## config.mk

```make
export PLATFORM = sky130hd
export DESIGN_NAME = bnn_layer_scheduler
export DESIGN_NICKNAME = d
export VERILOG_FILES = /design/src/rtl/bnn_layer_scheduler.sv
export SDC_FILE = /design/constraint.sdc
export NUM_CORES = 1
export LEC_CHECK = 0
export ABC_AREA = 1
export CORE_MARGIN = 2
export CORE_UTILIZATION = 40
export DETAILED_ROUTE_END_ITERATION = 8
export SETUP_SLACK_MARGIN = 0.05
export SLEW_MARGIN = 15
export SYNTH_ARGS = -nofsm -noshare
export SYNTH_HDL_FRONTEND = slang
export SYNTH_SLANG_ARGS = --single-unit
```

## constraint.sdc

```tcl
create_clock -name clk -period 1.76 [get_ports clk]
set_clock_uncertainty 0.05 [all_clocks]
set_input_delay 0.176 -clock clk [delete_from_list [all_inputs] [get_ports clk]]
set_output_delay 0.176 -clock clk [all_outputs]
set_load 0.005 [all_outputs]
```

## src/rtl/bnn_layer_scheduler.sv

```systemverilog
// Sequences a chain of BNN layer engines over their level-based go/done handshake,
// with a per-layer watchdog, abort and a RUN-cycle counter.
module bnn_layer_scheduler #(
  parameter int NUM_LAYERS     = 3,
  parameter int TIMEOUT_CYCLES = 65535,
  parameter int CNT_W          = 24,
  parameter int LW             = (NUM_LAYERS > 1) ? $clog2(NUM_LAYERS) : 1
) (
  input  logic                  clk,
  input  logic                  rst_n,
  input  logic                  start,
  input  logic                  abort,
  input  logic [NUM_LAYERS-1:0] layer_done,
  output logic [NUM_LAYERS-1:0] layer_go,
  output logic                  busy,
  output logic                  result_valid,
  input  logic                  result_ack,
  output logic                  error,
  output logic [LW-1:0]         error_layer,
  output logic [CNT_W-1:0]      cycle_count
);

  localparam int TW = (TIMEOUT_CYCLES > 1) ? $clog2(TIMEOUT_CYCLES) : 1;
  localparam logic [TW-1:0] TIMER_LAST = TW'((TIMEOUT_CYCLES > 0) ? TIMEOUT_CYCLES - 1 : 0);
  localparam logic          WDOG_EN    = (TIMEOUT_CYCLES != 0);
  localparam logic [LW-1:0] LAST_LAYER = LW'(NUM_LAYERS - 1);

  typedef enum logic [1:0] {
    ST_IDLE = 2'd0,
    ST_RUN  = 2'd1,
    ST_HOLD = 2'd2
  } state_t;

  state_t                r_state;
  logic [NUM_LAYERS-1:0] r_layer_go;
  logic                  r_busy;
  logic                  r_result_valid;
  logic                  r_error;
  logic [LW-1:0]         r_error_layer;
  logic [CNT_W-1:0]      r_cycle_count;
  logic [LW-1:0]         r_cur;
  logic [TW-1:0]         r_timer;

  logic                  w_cur_done;
  logic                  w_timeout;
  logic [CNT_W-1:0]      w_cnt_next;

  // Thermometer go pattern: every layer up to and including idx is enabled.
  function automatic logic [NUM_LAYERS-1:0] go_mask(input logic [LW-1:0] idx);
    logic [NUM_LAYERS-1:0] m;
    m = {NUM_LAYERS{1'b0}};
    for (int i = 0; i < NUM_LAYERS; i++) begin
      m[i] = (i <= int'(idx));
    end
    return m;
  endfunction

  assign w_cur_done = layer_done[r_cur];
  assign w_timeout  = WDOG_EN && (r_timer == TIMER_LAST);
  assign w_cnt_next = (r_cycle_count == {CNT_W{1'b1}}) ? r_cycle_count
                                                        : r_cycle_count + CNT_W'(1);

  // Scheduler FSM with all outputs registered; abort overrides every state.
  always_ff @(posedge clk or negedge rst_n) begin
    if (!rst_n) begin
      r_state        <= ST_IDLE;
      r_layer_go     <= {NUM_LAYERS{1'b0}};
      r_busy         <= 1'b0;
      r_result_valid <= 1'b0;
      r_error        <= 1'b0;
      r_error_layer  <= {LW{1'b0}};
      r_cycle_count  <= {CNT_W{1'b0}};
      r_cur          <= {LW{1'b0}};
      r_timer        <= {TW{1'b0}};
    end else if (abort) begin
      r_state        <= ST_IDLE;
      r_layer_go     <= {NUM_LAYERS{1'b0}};
      r_busy         <= 1'b0;
      r_result_valid <= 1'b0;
      r_cur          <= {LW{1'b0}};
      r_timer        <= {TW{1'b0}};
    end else begin
      case (r_state)
        ST_IDLE: begin
          // Engines still showing done from the previous run must clear first.
          if (start && (layer_done == {NUM_LAYERS{1'b0}})) begin
            r_state       <= ST_RUN;
            r_layer_go    <= go_mask({LW{1'b0}});
            r_busy        <= 1'b1;
            r_cur         <= {LW{1'b0}};
            r_timer       <= {TW{1'b0}};
            r_cycle_count <= {CNT_W{1'b0}};
            r_error       <= 1'b0;
            r_error_layer <= {LW{1'b0}};
          end
        end
        ST_RUN: begin
          r_cycle_count <= w_cnt_next;
          r_timer       <= r_timer + TW'(1);
          if (w_cur_done) begin
            if (r_cur == LAST_LAYER) begin
              r_state        <= ST_HOLD;
              r_result_valid <= 1'b1;
            end else begin
              r_cur      <= r_cur + LW'(1);
              r_layer_go <= go_mask(r_cur + LW'(1));
              r_timer    <= {TW{1'b0}};
            end
          end else if (w_timeout) begin
            r_state       <= ST_IDLE;
            r_layer_go    <= {NUM_LAYERS{1'b0}};
            r_busy        <= 1'b0;
            r_error       <= 1'b1;
            r_error_layer <= r_cur;
            r_cur         <= {LW{1'b0}};
            r_timer       <= {TW{1'b0}};
          end
        end
        ST_HOLD: begin
          if (result_ack) begin
            r_state        <= ST_IDLE;
            r_layer_go     <= {NUM_LAYERS{1'b0}};
            r_busy         <= 1'b0;
            r_result_valid <= 1'b0;
            r_cur          <= {LW{1'b0}};
            r_timer        <= {TW{1'b0}};
          end
        end
        default: begin
          r_state        <= ST_IDLE;
          r_layer_go     <= {NUM_LAYERS{1'b0}};
          r_busy         <= 1'b0;
          r_result_valid <= 1'b0;
          r_cur          <= {LW{1'b0}};
          r_timer        <= {TW{1'b0}};
        end
      endcase
    end
  end

  assign layer_go     = r_layer_go;
  assign busy         = r_busy;
  assign result_valid = r_result_valid;
  assign error        = r_error;
  assign error_layer  = r_error_layer;
  assign cycle_count  = r_cycle_count;

endmodule

```

==> key figures <==
STA
  – Slew headroom: 80.0%
  – Final Setup Violations: 0
  – Worst slew pin tran: 0.298 ns
  – Fmax: 608 MHz
  – Min Tclk post-route: 1.65 ns
  – Max-slew violations: 0
  – Min Hold Slack: 0.344 ns
  – Hold Vio Cnt, Final: 0
  – Setup repair after global routing missed its margin: yes
  – Final Cycle Share: 93.5%

Global route
  – Vias in the first global route: 3204
  – First-pass GRT wire length: 14.6 mm
  – Global Route Usage Sum: 20.4%
  – Largest net degree at the start of global routing: 53
  – Antenna violations before repair: 0
  – GRT overflow: 0

Detailed routing
  – Via count: 3350
  – WL/cell: 12.5 um
  – ANT nets after route: 0
  – Vias per cell: 4.85
  – DRC errors left: 0
  – Pre-antenna DRT Iters: 4
  – WL final: 8.67 mm
  – DR iter-0 viols: 140

Yosys
  – Net Count, Synth: 497
  – Synthesized netlist cell count: 484
  – Synth area leaders: dfrtp_1 39%, nand2_1 20%, nor2_1 7.5%
  – Share of the synthesized area in the top cell type: 39.1%
  – Synth cell types: 29
  – Top FF cell, synth: dfrtp_1
  – Mean post-synth cell area: 6.88 um^2
  – Fraction of registers with async set/reset: 100%
  – Syn. warnings: 0
  – Sequential share of the synthesized area: 39.1%
  – Netlist Area Pre-Place: 3330 um^2
  – Dominant cell type by area after synthesis: dfrtp_1
  – Flops & latches, synth: 52
  – Number of synthesized flops with an enable pin: 0

Power
  – Lkg Pwr: 2.11 nW
  – Switching part of the total: 32.2%
  – NetSw: 931 uW
  – PD cells: 633 nW/um^2
  – VDD IR-drop max: 0.382 mV
  – Seq pwr share: 46.0%
  – Comb pwr share: 32.1%
  – Clock Power Share: 21.9%
  – Cell internal pwr: 1.96 mW

Placed design
  – PortBufs: 39
  – HPWL Detailed: 6.64 mm
  – Cells after DPL: 681
  – Routability Congestion: 0.867
  – Placed instance area: 4280 um^2

Die
  – I/O pin count: 40
  – Starting Density: 41.0%
  – Die area: 9080 um^2
  – Chip Height: 95.3 um
  – Die X-Extent: 95.3 um
  – Rows: 33
  – Core area: 8130 um^2

Final layout
  – Layout cell share with drive strength beyond 1: 22.5%
  – Final nets: 601
  – Design area: 4560 um^2
  – Filler instances: 791
  – Synthesis-to-layout area growth: 37.0%
  – Ant diodes: 0
  – Final cell count without fillers: 691

Setup path
  – Worst r2r src: r_timer[0]
  – Crit. End Element: flip-flop
  – Nature of the critical path startpoint: flip-flop
  – Critical Path Max Stage Delay: 0.40 ns
  – Crit Path Class: flip-flop to flip-flop
  – R2R setup slack: 0.11 ns
  – Buf/Inv on CP: 3
  – Reg2Reg Depth: 12
  – CP Max Fanout: 6
  – CP dominant cell by count: nand2_1
  – Worst path top cell family by delay: simple AND/OR/NAND/NOR gates
  – Worst endpoint required time: 1.90 ns
  – CP Cell Sequence: inv_2 > ha_4 > nand2_2 > nor2_1 > nand2_1 > nor2_2 > inv_1 > nand2_2 > nand3_4 > clkbuf_16 > nand2_1 > nand2_1
  – R2R Path End: layer_go[1]
  – WP data arrival: 1.79 ns
  – CP max stage cell: dfrtp_1

Clock tree
  – Sink Count: 52
  – Depth of the CTS H-tree: 2
  – Clock Latency Late Sink: 0.30 ns
  – Root buffer cell: clkbuf_8
  – Clk slew on worst S/H paths: 0.09 ns
  – CTS tree: done
  – Clock buffer count from CTS: 5
  – Maximum clock insertion buffer count: 2

Worst hold path
  – HP Class: input port to asynchronous set/reset pin

Run status
  – Status: finished clean

Run
  – Max-cap violations: 0
==> cell usage in the layout (no fill, tap or decap), types with 2 or more instances in the layout <==
master	Yosys	final
a21oi_1	3	3
buf_12	0	3
buf_4	0	59
clkbuf_8	0	5
clkdlybuf4s50_1	0	38
dfrtp_1	52	49
dfrtp_2	0	3
ha_1	5	3
inv_1	45	41
inv_2	6	9
nand2_1	174	163
nand2_2	5	12
nand2_4	2	5
nand3_1	49	45
nand3_2	4	7
nand4_1	5	5
nor2_1	67	62
nor2_2	2	4
nor2_4	4	7
nor2_8	2	2
nor3_1	3	2
o21ai_0	21	17
o21ai_1	3	5
o21ai_2	1	3
o21bai_1	6	6
or2_2	4	4
xnor2_1	3	3
xor2_1	9	9
==> repair_timing <==
item,CTS,global route
cloned,0,1
endpoints found under the setup margin,10,37
hold buffers,1,0
setup buffers,0,3
resized for setup,2,48
hold endpoints to repair,52,0
pin swaps,1,12
==> tightest hold or removal path, delay by kind of cell <==
family                 cells  cell delay [ns]
buffers and inverters      3             0.91
==> flip-flops by register name, summed over array words and instances (netlist names) <==
register	count
result_valid	1
busy	1
r_cur	2
r_state	2
error	1
error_layer	2
cycle_count	24
layer_go	3
r_timer	16
==> logic make-up (layout without fill, tap and decap cells) <==
family	after synthesis	after routing	synth area share (%)
simple gates	322	322	42.8
buf+inv	58	160	7.28
flops	52	52	39.1
compound gates	35	35	5.86
xor+xnor	12	12	3.15
fa+ha+maj	5	5	1.88
==> synth_stat cells (5+ instances only) <==
cell type  number
dfrtp_1        52
ha_1            5
inv_1          45
inv_2           6
nand2_1       174
nand2_2         5
nand3_1        49
nand4_1         5
nor2_1         67
o21ai_0        21
o21bai_1        6
xor2_1          9
==> stage by stage <==
step	setup TNS (ns)	setup slack (ns)	power, mW	util (%)
finish	0	0.114	2.89	56.1
global route	0	0.0246	3.07	56.1
CTS	0	0.0564	2.84	53.7
detailed placement	-0.290	-0.0428	2.18	52.6
global placement	-0.0224	-0.0194	2.16	52.6
floorplan	0	0.203	1.74	-
==> final cells by class <==
type                            instances  area (um^2)  area share, %
Timing Repair Buffer                  103          923           20.2
Multi-Input combinational cell        374         1930           42.2
Clock buffer                            5         68.8           1.51
Tap cell                              105          131           2.88
Sequential cell                        52         1310           28.6
Inverter                               52          208           4.55
==> power by group through the flow <==
stage / Sequential, mW / Clock (mW) / Combinational [mW]
2_1_floorplan: 1.37 / 0 / 0.370
3_3_place_gp: 1.34 / 0 / 0.820
3_5_place_dp: 1.34 / 0 / 0.834
4_1_cts: 1.32 / 0.673 / 0.846
5_1_grt: 1.34 / 0.712 / 1.02
6_report: 1.33 / 0.634 / 0.927
==> worst max path at each step <==
stage                       start         endpoint  slack, ns  cells after the start
finish                 r_timer[0]      layer_go[1]       0.11                     12
CTS                    r_timer[0]      r_timer[12]       0.06                     12
global placement            abort       r_timer[7]      -0.02                     10
global route           r_timer[0]      layer_go[1]       0.02                     12
detailed placement  layer_done[0]  cycle_count[20]      -0.04                      7
floorplan              r_timer[0]       r_timer[4]       0.20                     12
==> routing by layer <==
layer	up-vias	global-route usage, %	part of all wire [%]
met5	-	0	0
met4	0	5.80	1.4
met3	12	2.92	3.1
met2	62	36.4	50
met1	1556	25.5	46
li1	1720	-	-
(Power assumes the default switching activity.)
